[config.mk]
export PLATFORM = sky130hd
export DESIGN_NAME = cci_mpf_test_multibeat_responder_flat
export DESIGN_NICKNAME = d
export VERILOG_FILES = /design/src/rtl/cci_mpf_test_multibeat_responder_pkg.sv /design/src/rtl/cci_mpf_test_multibeat_responder_if.sv /design/src/rtl/cci_mpf_test_multibeat_responder_fifo.sv /design/src/rtl/cci_mpf_test_multibeat_responder.sv /design/src/flat_wrapper.sv
export SDC_FILE = /design/constraint.sdc
export NUM_CORES = 1
export LEC_CHECK = 0
export CAP_MARGIN = 20
export CORE_ASPECT_RATIO = 1.2
export CORE_MARGIN = 2
export CORE_UTILIZATION = 42
export CTS_BUF_LIST = sky130_fd_sc_hd__clkbuf_8
export CTS_CLUSTER_DIAMETER = 200
export DETAILED_ROUTE_END_ITERATION = 7
export HOLD_SLACK_MARGIN = 0.15
export PLACE_DENSITY = 0.74
export SLEW_MARGIN = 10
export SYNTH_ARGS = -nofsm -noshare
export SYNTH_HDL_FRONTEND = slang
export SYNTH_SLANG_ARGS = --single-unit
[constraint.sdc]
create_clock -name clk -period 5.85 [get_ports clk]
set_input_delay 0.585 -clock clk [delete_from_list [all_inputs] [get_ports clk]]
set_output_delay 0.585 -clock clk [all_outputs]
set_load 0.01 [all_outputs]
[src/rtl/cci_mpf_test_multibeat_responder_pkg.sv]
// Shared types for the multi-beat CCI test responder: beat/length types,
// FIFO entry layouts and the write packet assembler state encoding.
package cci_mpf_test_mbr_pkg;

  localparam int MBR_ADDR_WIDTH  = 42;
  localparam int MBR_MDATA_WIDTH = 16;

  typedef logic [1:0] t_cci_clLen;
  typedef logic [1:0] t_cci_clNum;

  // One queued read request: line address of beat 0, beats-1, tag.
  typedef struct packed {
    logic [MBR_ADDR_WIDTH-1:0]  addr;
    t_cci_clLen                 len;
    logic [MBR_MDATA_WIDTH-1:0] mdata;
  } t_mbr_rd_entry;

  // One completed write packet awaiting its response(s).
  typedef struct packed {
    t_cci_clLen                 len;
    logic [MBR_MDATA_WIDTH-1:0] mdata;
  } t_mbr_wr_entry;

  // Write packet assembler: IDLE = no packet open, OPEN = waiting for flits.
  typedef enum logic {
    WR_IDLE = 1'b0,
    WR_OPEN = 1'b1
  } t_mbr_wr_state;

  // Beat index presented on the bus for the beat-th emitted flit.
  function automatic t_cci_clNum mbr_beat_num(t_cci_clNum beat, t_cci_clLen len,
                                              logic reverse);
    return reverse ? t_cci_clNum'(len - beat) : beat;
  endfunction

endpackage

[src/rtl/cci_mpf_test_multibeat_responder_if.sv]
// Request/response bundle between a CCI request source and the responder.
//
// Handshake: every *_en / *_valid is a single-cycle qualifier with no ready.
// A request flit counts in exactly the cycle its en is high (the responder
// drops it and flags err_overflow if the FIFO is full); a response flit is
// delivered in exactly the cycle its valid is high and cannot be stalled.
interface cci_mpf_test_multibeat_responder_if
  import cci_mpf_test_mbr_pkg::*;
#(
  parameter int MDATA_WIDTH = 16,
  parameter int ADDR_WIDTH  = 42,
  parameter int DATA_WIDTH  = 512
);
  logic                   rd_req_en;
  logic [ADDR_WIDTH-1:0]  rd_req_addr;
  t_cci_clLen             rd_req_len;
  logic [MDATA_WIDTH-1:0] rd_req_mdata;
  logic                   wr_req_en;
  logic                   wr_req_sop;
  t_cci_clLen             wr_req_len;
  logic [MDATA_WIDTH-1:0] wr_req_mdata;
  logic                   c0_alm_full;
  logic                   c1_alm_full;
  logic                   c0_rsp_valid;
  logic [MDATA_WIDTH-1:0] c0_rsp_mdata;
  t_cci_clNum             c0_rsp_cl_num;
  logic [DATA_WIDTH-1:0]  c0_rsp_data;
  logic                   c1_rsp_valid;
  logic [MDATA_WIDTH-1:0] c1_rsp_mdata;
  t_cci_clNum             c1_rsp_cl_num;
  logic                   c1_rsp_format;
  logic                   err_overflow;
  logic                   err_wr_proto;

  modport master (
    output rd_req_en, rd_req_addr, rd_req_len, rd_req_mdata,
    output wr_req_en, wr_req_sop, wr_req_len, wr_req_mdata,
    input  c0_alm_full, c1_alm_full,
    input  c0_rsp_valid, c0_rsp_mdata, c0_rsp_cl_num, c0_rsp_data,
    input  c1_rsp_valid, c1_rsp_mdata, c1_rsp_cl_num, c1_rsp_format,
    input  err_overflow, err_wr_proto
  );

  modport slave (
    input  rd_req_en, rd_req_addr, rd_req_len, rd_req_mdata,
    input  wr_req_en, wr_req_sop, wr_req_len, wr_req_mdata,
    output c0_alm_full, c1_alm_full,
    output c0_rsp_valid, c0_rsp_mdata, c0_rsp_cl_num, c0_rsp_data,
    output c1_rsp_valid, c1_rsp_mdata, c1_rsp_cl_num, c1_rsp_format,
    output err_overflow, err_wr_proto
  );
endinterface

[src/rtl/cci_mpf_test_multibeat_responder_fifo.sv]
// Registered request FIFO. Full/empty/almost-full are derived only from the
// registered occupancy, so a pop in the same cycle never makes room for a push.
module cci_mpf_test_mbr_fifo #(
  parameter type T              = logic,
  parameter int  DEPTH          = 16,
  parameter int  ALM_FULL_SLACK = 4
) (
  input  logic clk,
  input  logic reset,
  input  logic i_push,
  input  T     i_push_data,
  input  logic i_pop,
  output T     o_head,
  output logic o_full,
  output logic o_empty,
  output logic o_alm_full
);
  localparam int PTR_W = $clog2(DEPTH);

  T                 r_mem [DEPTH];
  logic [PTR_W-1:0] r_wr_ptr;
  logic [PTR_W-1:0] r_rd_ptr;
  logic [PTR_W:0]   r_count;
  logic             w_push_ok;
  logic             w_pop_ok;

  assign o_full     = (r_count == (PTR_W+1)'(DEPTH));
  assign o_empty    = (r_count == '0);
  assign o_alm_full = (r_count >= (PTR_W+1)'(DEPTH - ALM_FULL_SLACK));
  assign o_head     = r_mem[r_rd_ptr];
  assign w_push_ok  = i_push && !o_full;
  assign w_pop_ok   = i_pop && !o_empty;

  // Storage write; contents need no reset since occupancy gates every read.
  always_ff @(posedge clk) begin
    if (w_push_ok) r_mem[r_wr_ptr] <= i_push_data;
  end

  // Pointers wrap naturally at DEPTH; occupancy holds on push+pop.
  always_ff @(posedge clk) begin
    if (reset) begin
      r_wr_ptr <= '0;
      r_rd_ptr <= '0;
      r_count  <= '0;
    end else begin
      if (w_push_ok) r_wr_ptr <= r_wr_ptr + 1'b1;
      if (w_pop_ok)  r_rd_ptr <= r_rd_ptr + 1'b1;
      case ({w_push_ok, w_pop_ok})
        2'b10:   r_count <= r_count + 1'b1;
        2'b01:   r_count <= r_count - 1'b1;
        default: r_count <= r_count;
      endcase
    end
  end
endmodule

[src/rtl/cci_mpf_test_multibeat_responder.sv]
// FIU-side multi-beat responder: queues read requests and completed write
// packets, then streams one response flit per cycle per channel.
module cci_mpf_test_multibeat_responder
  import cci_mpf_test_mbr_pkg::*;
#(
  parameter int REQ_FIFO_DEPTH  = 16,
  parameter int ALM_FULL_SLACK  = 4,
  parameter int MDATA_WIDTH     = MBR_MDATA_WIDTH,
  parameter int ADDR_WIDTH      = MBR_ADDR_WIDTH,
  parameter int DATA_WIDTH      = 512,
  parameter int PACK_WR_RSP     = 0,
  parameter int RD_BEAT_REVERSE = 0
) (
  input  logic                              clk,
  input  logic                              reset,
  cci_mpf_test_multibeat_responder_if.slave bus,
  output t_mbr_wr_state                     o_dbg_wr_state
);
  localparam logic REVERSE = (RD_BEAT_REVERSE != 0);
  localparam logic PACKED  = (PACK_WR_RSP != 0);

  // ---------------- read channel ----------------
  t_mbr_rd_entry          w_rd_push_data, w_rd_head;
  logic                   w_rd_empty, w_rd_full, w_rd_alm, w_rd_pop, w_rd_last;
  t_cci_clNum             r_rd_beat, w_rd_cl_num;
  logic [ADDR_WIDTH-1:0]  w_rd_line_addr;
  logic                   r_c0_valid;
  logic [MDATA_WIDTH-1:0] r_c0_mdata;
  t_cci_clNum             r_c0_cl_num;
  logic [DATA_WIDTH-1:0]  r_c0_data;

  assign w_rd_push_data = '{addr: bus.rd_req_addr, len: bus.rd_req_len, mdata: bus.rd_req_mdata};
  assign w_rd_cl_num    = mbr_beat_num(r_rd_beat, w_rd_head.len, REVERSE);
  assign w_rd_last      = (r_rd_beat == w_rd_head.len);
  assign w_rd_pop       = !w_rd_empty && w_rd_last;
  assign w_rd_line_addr = w_rd_head.addr + ADDR_WIDTH'(w_rd_cl_num);

  cci_mpf_test_mbr_fifo #(.T(t_mbr_rd_entry), .DEPTH(REQ_FIFO_DEPTH),
                          .ALM_FULL_SLACK(ALM_FULL_SLACK)) u_rd_fifo (
    .clk(clk), .reset(reset), .i_push(bus.rd_req_en), .i_push_data(w_rd_push_data),
    .i_pop(w_rd_pop), .o_head(w_rd_head), .o_full(w_rd_full), .o_empty(w_rd_empty),
    .o_alm_full(w_rd_alm)
  );

  // Read beat counter: advances every cycle a head exists, restarts after the last beat.
  always_ff @(posedge clk) begin
    if (reset)            r_rd_beat <= '0;
    else if (!w_rd_empty) r_rd_beat <= w_rd_last ? '0 : r_rd_beat + 2'd1;
  end

  // Registered c0 response flit.
  always_ff @(posedge clk) begin
    if (reset) begin
      r_c0_valid  <= 1'b0;
      r_c0_mdata  <= '0;
      r_c0_cl_num <= '0;
      r_c0_data   <= '0;
    end else begin
      r_c0_valid <= !w_rd_empty;
      if (!w_rd_empty) begin
        r_c0_mdata  <= w_rd_head.mdata;
        r_c0_cl_num <= w_rd_cl_num;
        r_c0_data   <= {(DATA_WIDTH/64){64'(w_rd_line_addr)}};
      end
    end
  end

  // ---------------- write channel ----------------
  t_mbr_wr_state          r_wr_state, w_wr_state_nxt;
  t_cci_clNum             r_wr_cnt, w_wr_cnt_nxt;
  t_cci_clLen             r_wr_len, w_wr_len_nxt;
  logic [MDATA_WIDTH-1:0] r_wr_mdata, w_wr_mdata_nxt;
  logic                   w_wr_push, w_wr_proto_err;
  t_mbr_wr_entry          w_wr_push_data, w_wr_head;
  logic                   w_wr_empty, w_wr_full, w_wr_alm, w_wr_pop, w_wr_last;
  t_cci_clNum             r_wr_beat;
  logic                   r_c1_valid, r_c1_format;
  logic [MDATA_WIDTH-1:0] r_c1_mdata;
  t_cci_clNum             r_c1_cl_num;
  logic                   r_err_overflow, r_err_wr_proto;

  // Packet assembler state register and per-packet fields.
  always_ff @(posedge clk) begin
    if (reset) begin
      r_wr_state <= WR_IDLE;
      r_wr_cnt   <= '0;
      r_wr_len   <= '0;
      r_wr_mdata <= '0;
    end else begin
      r_wr_state <= w_wr_state_nxt;
      r_wr_cnt   <= w_wr_cnt_nxt;
      r_wr_len   <= w_wr_len_nxt;
      r_wr_mdata <= w_wr_mdata_nxt;
    end
  end

  // Packet assembler next state: a sop always restarts, completion enqueues {len,mdata}.
  always_comb begin
    w_wr_state_nxt = r_wr_state;
    w_wr_cnt_nxt   = r_wr_cnt;
    w_wr_len_nxt   = r_wr_len;
    w_wr_mdata_nxt = r_wr_mdata;
    w_wr_push      = 1'b0;
    w_wr_push_data = '{len: r_wr_len, mdata: r_wr_mdata};
    w_wr_proto_err = 1'b0;
    if (bus.wr_req_en) begin
      if (bus.wr_req_sop) begin
        w_wr_proto_err = (r_wr_state == WR_OPEN);
        w_wr_cnt_nxt   = '0;
        w_wr_len_nxt   = bus.wr_req_len;
        w_wr_mdata_nxt = bus.wr_req_mdata;
        if (bus.wr_req_len == 2'd0) begin
          w_wr_push      = 1'b1;
          w_wr_push_data = '{len: 2'd0, mdata: bus.wr_req_mdata};
          w_wr_state_nxt = WR_IDLE;
        end else begin
          w_wr_state_nxt = WR_OPEN;
        end
      end else if (r_wr_state == WR_IDLE) begin
        w_wr_proto_err = 1'b1;
      end else begin
        w_wr_cnt_nxt = r_wr_cnt + 2'd1;
        if (w_wr_cnt_nxt == r_wr_len) begin
          w_wr_push      = 1'b1;
          w_wr_state_nxt = WR_IDLE;
        end
      end
    end
  end

  assign w_wr_last = PACKED || (r_wr_beat == w_wr_head.len);
  assign w_wr_pop  = !w_wr_empty && w_wr_last;

  cci_mpf_test_mbr_fifo #(.T(t_mbr_wr_entry), .DEPTH(REQ_FIFO_DEPTH),
                          .ALM_FULL_SLACK(ALM_FULL_SLACK)) u_wr_fifo (
    .clk(clk), .reset(reset), .i_push(w_wr_push), .i_push_data(w_wr_push_data),
    .i_pop(w_wr_pop), .o_head(w_wr_head), .o_full(w_wr_full), .o_empty(w_wr_empty),
    .o_alm_full(w_wr_alm)
  );

  // Write response beat counter (stays 0 in packed mode).
  always_ff @(posedge clk) begin
    if (reset)            r_wr_beat <= '0;
    else if (!w_wr_empty) r_wr_beat <= w_wr_last ? '0 : r_wr_beat + 2'd1;
  end

  // Registered c1 response flit.
  always_ff @(posedge clk) begin
    if (reset) begin
      r_c1_valid  <= 1'b0;
      r_c1_mdata  <= '0;
      r_c1_cl_num <= '0;
      r_c1_format <= 1'b0;
    end else begin
      r_c1_valid <= !w_wr_empty;
      if (!w_wr_empty) begin
        r_c1_mdata  <= w_wr_head.mdata;
        r_c1_cl_num <= PACKED ? w_wr_head.len : r_wr_beat;
        r_c1_format <= PACKED;
      end
    end
  end

  // Sticky error flags.
  always_ff @(posedge clk) begin
    if (reset) begin
      r_err_overflow <= 1'b0;
      r_err_wr_proto <= 1'b0;
    end else begin
      r_err_overflow <= r_err_overflow | (bus.rd_req_en & w_rd_full) | (w_wr_push & w_wr_full);
      r_err_wr_proto <= r_err_wr_proto | w_wr_proto_err;
    end
  end

  assign bus.c0_alm_full   = w_rd_alm;
  assign bus.c1_alm_full   = w_wr_alm;
  assign bus.c0_rsp_valid  = r_c0_valid;
  assign bus.c0_rsp_mdata  = r_c0_mdata;
  assign bus.c0_rsp_cl_num = r_c0_cl_num;
  assign bus.c0_rsp_data   = r_c0_data;
  assign bus.c1_rsp_valid  = r_c1_valid;
  assign bus.c1_rsp_mdata  = r_c1_mdata;
  assign bus.c1_rsp_cl_num = r_c1_cl_num;
  assign bus.c1_rsp_format = r_c1_format;
  assign bus.err_overflow  = r_err_overflow;
  assign bus.err_wr_proto  = r_err_wr_proto;
  assign o_dbg_wr_state    = r_wr_state;
endmodule

[src/flat_wrapper.sv]
// flat-port wrapper written by rule: the top's interface ports become plain ports
module cci_mpf_test_multibeat_responder_flat import cci_mpf_test_mbr_pkg::*;
#(
  parameter int REQ_FIFO_DEPTH  = 16,
  parameter int ALM_FULL_SLACK  = 4,
  parameter int MDATA_WIDTH     = MBR_MDATA_WIDTH,
  parameter int ADDR_WIDTH      = MBR_ADDR_WIDTH,
  parameter int DATA_WIDTH      = 512,
  parameter int PACK_WR_RSP     = 0,
  parameter int RD_BEAT_REVERSE = 0
)
  (clk, reset, o_dbg_wr_state, bus_rd_req_en, bus_rd_req_addr, bus_rd_req_len, bus_rd_req_mdata, bus_wr_req_en, bus_wr_req_sop, bus_wr_req_len, bus_wr_req_mdata, bus_c0_alm_full, bus_c1_alm_full, bus_c0_rsp_valid, bus_c0_rsp_mdata, bus_c0_rsp_cl_num, bus_c0_rsp_data, bus_c1_rsp_valid, bus_c1_rsp_mdata, bus_c1_rsp_cl_num, bus_c1_rsp_format, bus_err_overflow, bus_err_wr_proto);
  cci_mpf_test_multibeat_responder_if #(.MDATA_WIDTH(MDATA_WIDTH), .ADDR_WIDTH(ADDR_WIDTH), .DATA_WIDTH(DATA_WIDTH)) bus_i ();
  input  logic clk;
  input  logic reset;
  output t_mbr_wr_state o_dbg_wr_state;
  input wire logic [$bits(bus_i.rd_req_en)-1:0] bus_rd_req_en;
  input wire logic [$bits(bus_i.rd_req_addr)-1:0] bus_rd_req_addr;
  input wire logic [$bits(bus_i.rd_req_len)-1:0] bus_rd_req_len;
  input wire logic [$bits(bus_i.rd_req_mdata)-1:0] bus_rd_req_mdata;
  input wire logic [$bits(bus_i.wr_req_en)-1:0] bus_wr_req_en;
  input wire logic [$bits(bus_i.wr_req_sop)-1:0] bus_wr_req_sop;
  input wire logic [$bits(bus_i.wr_req_len)-1:0] bus_wr_req_len;
  input wire logic [$bits(bus_i.wr_req_mdata)-1:0] bus_wr_req_mdata;
  output wire logic [$bits(bus_i.c0_alm_full)-1:0] bus_c0_alm_full;
  output wire logic [$bits(bus_i.c1_alm_full)-1:0] bus_c1_alm_full;
  output wire logic [$bits(bus_i.c0_rsp_valid)-1:0] bus_c0_rsp_valid;
  output wire logic [$bits(bus_i.c0_rsp_mdata)-1:0] bus_c0_rsp_mdata;
  output wire logic [$bits(bus_i.c0_rsp_cl_num)-1:0] bus_c0_rsp_cl_num;
  output wire logic [$bits(bus_i.c0_rsp_data)-1:0] bus_c0_rsp_data;
  output wire logic [$bits(bus_i.c1_rsp_valid)-1:0] bus_c1_rsp_valid;
  output wire logic [$bits(bus_i.c1_rsp_mdata)-1:0] bus_c1_rsp_mdata;
  output wire logic [$bits(bus_i.c1_rsp_cl_num)-1:0] bus_c1_rsp_cl_num;
  output wire logic [$bits(bus_i.c1_rsp_format)-1:0] bus_c1_rsp_format;
  output wire logic [$bits(bus_i.err_overflow)-1:0] bus_err_overflow;
  output wire logic [$bits(bus_i.err_wr_proto)-1:0] bus_err_wr_proto;
  assign bus_i.rd_req_en = bus_rd_req_en;
  assign bus_i.rd_req_addr = bus_rd_req_addr;
  assign bus_i.rd_req_len = bus_rd_req_len;
  assign bus_i.rd_req_mdata = bus_rd_req_mdata;
  assign bus_i.wr_req_en = bus_wr_req_en;
  assign bus_i.wr_req_sop = bus_wr_req_sop;
  assign bus_i.wr_req_len = bus_wr_req_len;
  assign bus_i.wr_req_mdata = bus_wr_req_mdata;
  assign bus_c0_alm_full = bus_i.c0_alm_full;
  assign bus_c1_alm_full = bus_i.c1_alm_full;
  assign bus_c0_rsp_valid = bus_i.c0_rsp_valid;
  assign bus_c0_rsp_mdata = bus_i.c0_rsp_mdata;
  assign bus_c0_rsp_cl_num = bus_i.c0_rsp_cl_num;
  assign bus_c0_rsp_data = bus_i.c0_rsp_data;
  assign bus_c1_rsp_valid = bus_i.c1_rsp_valid;
  assign bus_c1_rsp_mdata = bus_i.c1_rsp_mdata;
  assign bus_c1_rsp_cl_num = bus_i.c1_rsp_cl_num;
  assign bus_c1_rsp_format = bus_i.c1_rsp_format;
  assign bus_err_overflow = bus_i.err_overflow;
  assign bus_err_wr_proto = bus_i.err_wr_proto;
  cci_mpf_test_multibeat_responder #(.REQ_FIFO_DEPTH(REQ_FIFO_DEPTH), .ALM_FULL_SLACK(ALM_FULL_SLACK), .MDATA_WIDTH(MDATA_WIDTH), .ADDR_WIDTH(ADDR_WIDTH), .DATA_WIDTH(DATA_WIDTH), .PACK_WR_RSP(PACK_WR_RSP), .RD_BEAT_REVERSE(RD_BEAT_REVERSE)) u_core (.clk(clk), .reset(reset), .bus(bus_i), .o_dbg_wr_state(o_dbg_wr_state));
endmodule
==> parameters.txt, run 1 <==
Parameter                              Value

Floorplan
  Full die area ... between 100000 and 150000 µm²
  Core Region ... 135600 µm²
  Initial cell density of the core ... 0.4231
  Die boundary height ... between 400 and 500 µm
  Count of boundary I/O pins ... approximately 640
  Horiz. Die Dim ... 341.3 µm
  Site Rows ... about 150

Critical path
  Maximum single-stage delay on the critical path ... roughly 800 ps
  Endpoint type of the worst setup path ... flip-flop
  Critical path data arrival time ... between 5000 and 6000 ps
  Setup Crit Path Kind ... flip-flop to flip-flop
  Dominant delay contributor by cell family on the critical path ... multiplexers
  Buf+Inv Stages, Crit Path ... 0
  Critical path required time ... 6600 ps
  CP Cell Sequence ... mux4_2, mux4_2, xor2_1, nor3_4, ha_1, ha_1, nand2_1, nor2_1, or3_1, a21oi_1, and3_1, nor4_2, mux2_1
  Top fanout value on the critical path ... 34
  Master of the slowest instance on the critical path ... dfxtp_4
  Category of the worst setup path launch point ... flip-flop

Power
  Reported net switching power ... ~7 mW
  Seq pwr share ... 0.476
  Internal power summed over all cells ... roughly 18 mW
  IR Drop Worst-Case VDD ... about 0.23 mV
  Clock group share of total power ... 0.297
  Power per Cell Area ... 379.9 nW/µm²
  Part of the power in combinational logic ... 0.227
  Leakage power ... roughly 21 nW
  Switching part of the total power ... 0.2813

Timing
  Count of endpoints failing setup in the final report ... 0
  Number of max-slew violations in the final report ... 0
  Pin slew with the least headroom to its limit ... 1083 ps
  Final total negative setup slack ... 0 ps
  Post-route clock skew ... slightly below 40 ps
  Min Tclk post-route ... 4601 ps
  Fmax ... roughly 0.22 GHz
  Worst relative slew slack ... 0.2764
  RSZ-0062 raised after global routing ... no
  Final hold violation count ... 0
  Fraction of the cycle the final worst path needs ... 0.7865

Yosys
  Flops & latches, synth ... between 1000 and 1500
  Count of mapped cells out of synthesis ... between 3000 and 4000
  Register area share after synthesis ... 0.7026
  Cell variety after synth ... between 60 and 70
  Ys flop type ... edfxtp_1
  Cell taking the most area after synthesis ... edfxtp_1
  Async SR Flop Fraction ... 0
  Total of warnings raised by yosys ... 0
  Fraction of post-synthesis cell area in the top cell type by area ... 0.6534
  Netlist area before placement ... around 57000 µm²
  Number of flops mapped to enable cells by yosys ... approximately 1200
  Dominant cells by area after synthesis ... edfxtp_1 65%, mux4_2 14%, buf_4 6.3%
  Synthesized area per cell ... between 15 and 20 µm²

Routing
  Vias after detailed routing ... about 29000
  Routed Wire Length ... approximately 130000 µm
  Remaining design rule violation count ... 0
  Remaining antenna violation count after routing ... 0
  Via density per instance ... between 5 and 6
  Per-cell routed wire length ... roughly 25 µm
  Drt initial violations ... around 2800
  First drt pass iteration count ... 5

Run
  Max capacitance violation total ... 0

Global route
  Vias in the first global route ... around 29000
  Global routing usage summed across all routing layers ... 0.1891
  Antenna violations before repair ... 20
  Pin count of the biggest net entering global routing ... 86
  First-pass GRT wire length ... 192700 µm
  GRT overflow ... 0

Clock network
  # resized after CTS ... 0
  Buffer levels on the longest clock path ... 3
  Number of sinks handled by clock tree synthesis ... about 1400
  Root Buffer Master ... clkbuf_8
  Hold buffer count at CTS ... 0
  CTS tree ... done
  Clock-pin transition on the worst setup and hold timing paths ... about 70 ps
  Post-CTS Setup Inserts ... 0
  CTS H-tree lvls ... 4
  Num CTS Buffers ... slightly below 200
  Clock insertion delay at the later pin of the skew report ... 880 ps

Final layout
  Fraction of layout cells with a size suffix above 1 ... 0.2098
  Layout filler cell count ... around 11000
  Post-route non-filler standard cell count ... between 5000 and 6000
  Fin nets ... 3539
  Most common cell after layout, fill and taps aside ... edfxtp_1
  Final core occ ... 0.4823
  Area of the multi-input gates ... between 10000 and 15000 µm²
  Commonest cells after routing, fill and taps aside ... 1248 x edfxtp_1, 460 x clkdlybuf4s50_1, 351 x mux4_2
  Register area ... 40310 µm²
  Layout overhead on the synthesized area ... 14.00%

Placement
  Count of port buffers added during placement ... roughly 460
  DPL Wire Length ... 79530 µm
  Cell count after placement ... roughly 5000
  Weighted congestion reported at the end of routability-driven placement ... just over 0.8

Outcome
  Outcome ... finished, final reports clean

Hold path
  Hold crit path type ... input port to flip-flop
flip-flops by register name, indices dropped and copies added (netlist names), 2 cells and up, named ones only:
signal / cells
u_core.r_wr_beat: 2
u_core.u_rd_fifo.r_wr_ptr: 4
u_core.u_wr_fifo.r_wr_ptr: 4
u_core.u_rd_fifo.r_count: 5
u_core.u_rd_fifo.r_mem: 960
u_core.r_wr_len: 2
u_core.u_wr_fifo.r_count: 5
u_core.u_wr_fifo.r_rd_ptr: 4
u_core.bus.c1_rsp_cl_num: 2
u_core.bus.c0_rsp_data: 42
u_core.u_rd_fifo.r_rd_ptr: 4
u_core.r_rd_beat: 2
u_core.bus.c0_rsp_cl_num: 2
u_core.r_wr_mdata: 16
u_core.bus.c0_rsp_mdata: 16
u_core.r_wr_cnt: 2
u_core.bus.c1_rsp_mdata: 16
u_core.u_wr_fifo.r_mem: 288
kinds of logic (layout without fill, tap and decap cells):
kind of cell	after synthesis	in the layout	share of synthesized area
AND/OR/NAND/NOR	428	428	0.03351
XOR/XNOR	70	70	0.01069
other	1	182	0.00006538
flip-flops	1389	1389	0.7026
AO/OA/AOI/OAI	197	197	0.02238
buffers and inverters	640	919	0.07747
multiplexers	403	403	0.1488
adder cells (fa/ha/maj)	20	20	0.004494
path summary, 6_finish.rpt:
check                                                   end  depth (start not counted)  slack (ps)                        start
worst max-delay path            u_core.u_rd_fifo.r_count[4]                         13        1250                    flip-flop
worst min-delay path            u_core.u_rd_fifo.r_count[0]                          2         240                        reset
worst min register to register  u_core.bus.c1_rsp_mdata[10]                          2         450  u_core.bus.c1_rsp_mdata[10]
worst max register to register  u_core.u_rd_fifo.r_count[4]                         13        1250                    flip-flop
per-stage QoR:
stage | instance area [µm²] | setup WS (ps) | hold WS, ps | total power [mW]
3_3_place_gp | 61460 | 1241 | 439.4 | 17.67
4_1_cts | 65370 | 1199 | 164.2 | 25.12
2_1_floorplan | 58030 | 1558 | 433.8 | 15.85
5_1_grt | 65380 | 984.5 | 259.4 | 25.86
6_report | 65380 | 1249 | 244.2 | 24.84
3_5_place_dp | 61470 | 1216 | 443.1 | 17.76
synthesized netlist by cell type, types with 3 or more instances:
| cell | number |
|---|---|
| nor4_1 | 6 |
| buf_1 | 16 |
| nand4_1 | 18 |
| inv_1 | 17 |
| a211oi_1 | 39 |
| buf_2 | 28 |
| a221oi_1 | 3 |
| dfxtp_1 | 141 |
| buf_4 | 479 |
| nand2b_1 | 12 |
| mux4_2 | 351 |
| o21ai_0 | 13 |
| a22oi_1 | 40 |
| and3_1 | 5 |
| ha_1 | 19 |
| nand2_1 | 179 |
| nand3_1 | 23 |
| a22o_1 | 7 |
| nor2b_1 | 11 |
| nor4_2 | 3 |
| buf_6 | 22 |
| clkbuf_1 | 72 |
| or3_1 | 4 |
| nor3_1 | 16 |
| edfxtp_1 | 1248 |
| nor2_1 | 128 |
| and2_1 | 6 |
| nand3b_1 | 7 |
| mux4_1 | 5 |
| a21oi_1 | 74 |
| xnor2_1 | 27 |
| xor2_1 | 43 |
| o21a_1 | 3 |
| mux2_2 | 19 |
| mux2i_1 | 27 |
final cells by class:
| type | count | area share |
|---|---|---|
| timing repair buffer | 534 | 0.08194 |
| sequential | 1389 | 0.6166 |
| inverter | 19 | 0.001091 |
| clock buffer | 224 | 0.04715 |
| antenna | 5 | 0.0001914 |
| clock inverter | 142 | 0.01246 |
| tap | 1800 | 0.03445 |
| multi-input combinational | 1295 | 0.2061 |
power groups by stage:
stage	registers [mW]	logic, mW	clock network, mW
6_report	11.8	5.63	7.39
4_1_cts	11.9	5.70	7.55
3_3_place_gp	12.0	5.63	0
5_1_grt	11.9	6.01	7.95
2_1_floorplan	11.7	4.15	0
3_5_place_dp	12.1	5.68	0
metal layers:
metal	part of all wire	global-route usage	up-vias
met3	0.079	0.04157	233
met4	0.026	0.06631	22
met2	0.52	0.3241	1349
li1	-	-	12250
met1	0.38	0.2362	14980
met5	0.0010	0	-
Note: power is estimated with default switching activity, not from simulation.
==> inputs of run 2 (changes only) <==
==> constraint.sdc (replaced) <==
create_clock -name clk -period 4.1 [get_ports clk]
set_input_delay 0.41 -clock clk [delete_from_list [all_inputs] [get_ports clk]]
set_output_delay 0.41 -clock clk [all_outputs]
set_load 0.01 [all_outputs]
==> run 2 against run 1 <==
- first-iteration DRC count up 1.2%
- clock skew rose by 9.2 ps
- die area is the same
- via count is 0.69% higher
==> parameters.txt, run 2 (synthesis gave the netlist of run 1 again) <==
Parameter                              Value

Final layout
  Most common cell after layout, fill and taps aside ... edfxtp_1
  Final core occ ... 0.4865 (+0.004135)
  Fraction of layout cells with a size suffix above 1 ... 0.2124 (+0.002569)
  Layout overhead on the synthesized area ... 14.97%
  Register ranked first by flip-flop count ... u_core.u_rd_fifo.r_mem
  Fin nets ... 3595 (+1.6%)
  Max reg flops ... 960 (unchanged)
  Commonest cells after routing, fill and taps aside ... 1248 x edfxtp_1, 460 x clkdlybuf4s50_1, 351 x mux4_2

Hold path
  Hold crit path type ... input port to flip-flop
  Hold path depth ... 3 (+1)

Global route
  Vias in the first global route ... 28600 (-0.49%)
  Antenna violations before repair ... 22 (+10%)
  Global routing usage summed across all routing layers ... 0.1881 (-0.001028)
  First-pass GRT wire length ... 191800 µm (-0.42%)
  GRT overflow ... 0 (unchanged)
  Pin count of the biggest net entering global routing ... 93 (+8.1%)

Critical path
  Buf+Inv Stages, Crit Path ... 0 (unchanged)
  Setup Crit Path Kind ... flip-flop to flip-flop
  Critical Path Stages ... 13 (unchanged)
  Category of the worst setup path launch point ... flip-flop
  R2R cell count ... 13 (unchanged)
  Master of the slowest instance on the critical path ... mux4_2
  Internal reg-to-reg setup slack ... 280 ps (-970 ps)
  Top fanout value on the critical path ... 12 (-65%)
  CP Cell Sequence ... mux4_2, mux4_2, xor2_1, nor3_4, ha_1, ha_1, nand2_1, nor2_1, or3_1, a21oi_1, and3_1, nor4_2, mux2_1
  Critical path required time ... 4900 ps (-1700 ps)
  Critical path data arrival time ... 4620 ps (-740 ps)
  Endpoint type of the worst setup path ... flip-flop
  Dominant delay contributor by cell family on the critical path ... multiplexers
  Maximum single-stage delay on the critical path ... 540 ps (-260 ps)

Floorplan
  Full die area ... 139500 µm² (unchanged)
  Die boundary height ... 408.8 µm (unchanged)
  Initial cell density of the core ... 0.4231 (unchanged)
  Count of boundary I/O pins ... 639 (unchanged)
  Horiz. Die Dim ... 341.3 µm (unchanged)
  Site Rows ... 148 (unchanged)
  Core Region ... 135600 µm² (unchanged)

Routing
  First drt pass iteration count ... 5 (unchanged)
  Remaining antenna violation count after routing ... 0 (unchanged)
  Per-cell routed wire length ... 24.35 µm (-1.8%)
  Remaining design rule violation count ... 0 (unchanged)
  Vias after detailed routing ... 29030 (+0.69%)
  Via density per instance ... 5.304 (-0.52%)
  Routed Wire Length ... 133300 µm (-0.62%)
  Drt initial violations ... 2830 (+1.2%)

Timing
  Fmax ... 0.2619 GHz (+20%)
  Final hold violation count ... 0 (unchanged)
  Number of max-slew violations in the final report ... 0 (unchanged)
  Post-route clock skew ... 48.47 ps (+9.235 ps)
  Worst relative slew slack ... 0.3060 (+0.02959)
  Count of endpoints failing setup in the final report ... 0 (unchanged)
  Fraction of the cycle the final worst path needs ... 0.9314 (+0.1449)
  Pin slew with the least headroom to its limit ... 1041 ps (-41.82 ps)
  Final total negative setup slack ... 0 ps (unchanged)
  RSZ-0062 raised after global routing ... no
  Min Tclk post-route ... 3819 ps (-782.2 ps)

Clock network
  Number of sinks handled by clock tree synthesis ... 1389 (unchanged)
  CTS H-tree lvls ... 4 (unchanged)
  Num CTS Buffers ... 199 (+1.0%)
  Root Buffer Master ... clkbuf_8
  CTS tree ... done
  Clock-pin transition on the worst setup and hold timing paths ... 70 ps (about the same)
  Clock insertion delay at the later pin of the skew report ... 910 ps (+30 ps)
  Buffer levels on the longest clock path ... 3 (unchanged)

Power
  IR Drop Worst-Case VDD ... 0.5116 mV (+120%)
  PnR Total Power ... 35.44 mW (+43%)
  Power per Cell Area ... 537.4 nW/µm² (+41%)
  Leakage power ... 21.21 nW (+1.1%)

Placement
  DPL Wire Length ... 80560 µm (+1.3%)
  Count of port buffers added during placement ... 461 (unchanged)
  Weighted congestion reported at the end of routability-driven placement ... 0.7833 (-3.5%)

Run
  Max capacitance violation total ... 0 (unchanged)

Outcome
  Outcome ... finished, final reports clean
==> run 2: cell types whose count changed in the layout (fill, tap and decap cells not counted), sizes merged <==
cell	change
buf	+35
clkinv	+29
dlygate4sd3	+19
clkbuf	-14
inv	-9
diode	+6
bufinv	+2
clkinvlp	-2
==> run 2: final timing paths <==
kind	startpoint	to
min reg2reg	u_core.bus.c0_rsp_mdata[11]	u_core.bus.c0_rsp_mdata[11]
max reg2reg	flip-flop	u_core.u_rd_fifo.r_count[4]
max	flip-flop	u_core.u_rd_fifo.r_count[4]
min	bus_wr_req_en	u_core.bus.err_wr_proto
==> run 2: what timing repair did <==
item                                    in CTS  in global routing
endpoints found under the setup margin       0                  3
buffers inserted                             0                  0
endpoints found under the hold margin       94                  0
gates resized for setup                      0                  1
hold buffers                                19                  0
==> run 2: stage by stage <==
stage                     cells  hold slack, ps  setup slack [ps]  instance area, µm²
final                      5474           258.0             281.1               65940
after global routing       5468           261.6             40.14               65930
after CTS                  5463           151.1             136.4               65910
after detailed placement   5072           446.3             199.3               61890
after global placement     5072           438.8             85.09               61880
after floorplan            3324           433.8            -126.0               58040
==> run 2: where the power goes <==
group / internal (mW) / switching, mW / total, mW
Sequential: 15.9 / 0.926 / 16.8
Combinational: 4.26 / 3.97 / 8.23
Clock: 5.27 / 5.12 / 10.4
==> run 2: layout make-up <==
class,instances,area (µm²)
Antenna cell,11,27.53
Clock buffer,210,2890
Clock inverter,162,938.4
Fill cell,10860,69610
Inverter,19,71.32
Multi-Input combinational cell,1295,13460
Sequential cell,1389,40310
Tap cell,1800,2252
Timing Repair Buffer,588,5983
==> run 2: worst reg2reg max path, delay by kind of cell, from the launching register on <==
family / cells / cell delay (ps)
xor gates and xnor gates: 1 / 320
AOI/OAI and AO/OA: 1 / 140
muxes: 3 / 1380
and+or+nand+nor: 6 / 750
DFF: 1 / 490
adders and majority gates: 2 / 630
==> run 2: per-layer routing <==
metal / track usage / part of all wire / routed length (µm) / vias to the layer above
met2: 0.3171 / 0.51 / 67650 / 1375
met5: 0 / 0.0012 / 154 / -
met4: 0.07132 / 0.025 / 3335 / 24
li1: - / - / - / 12390
met3: 0.04418 / 0.083 / 11120 / 216
met1: 0.2355 / 0.38 / 51010 / 15030
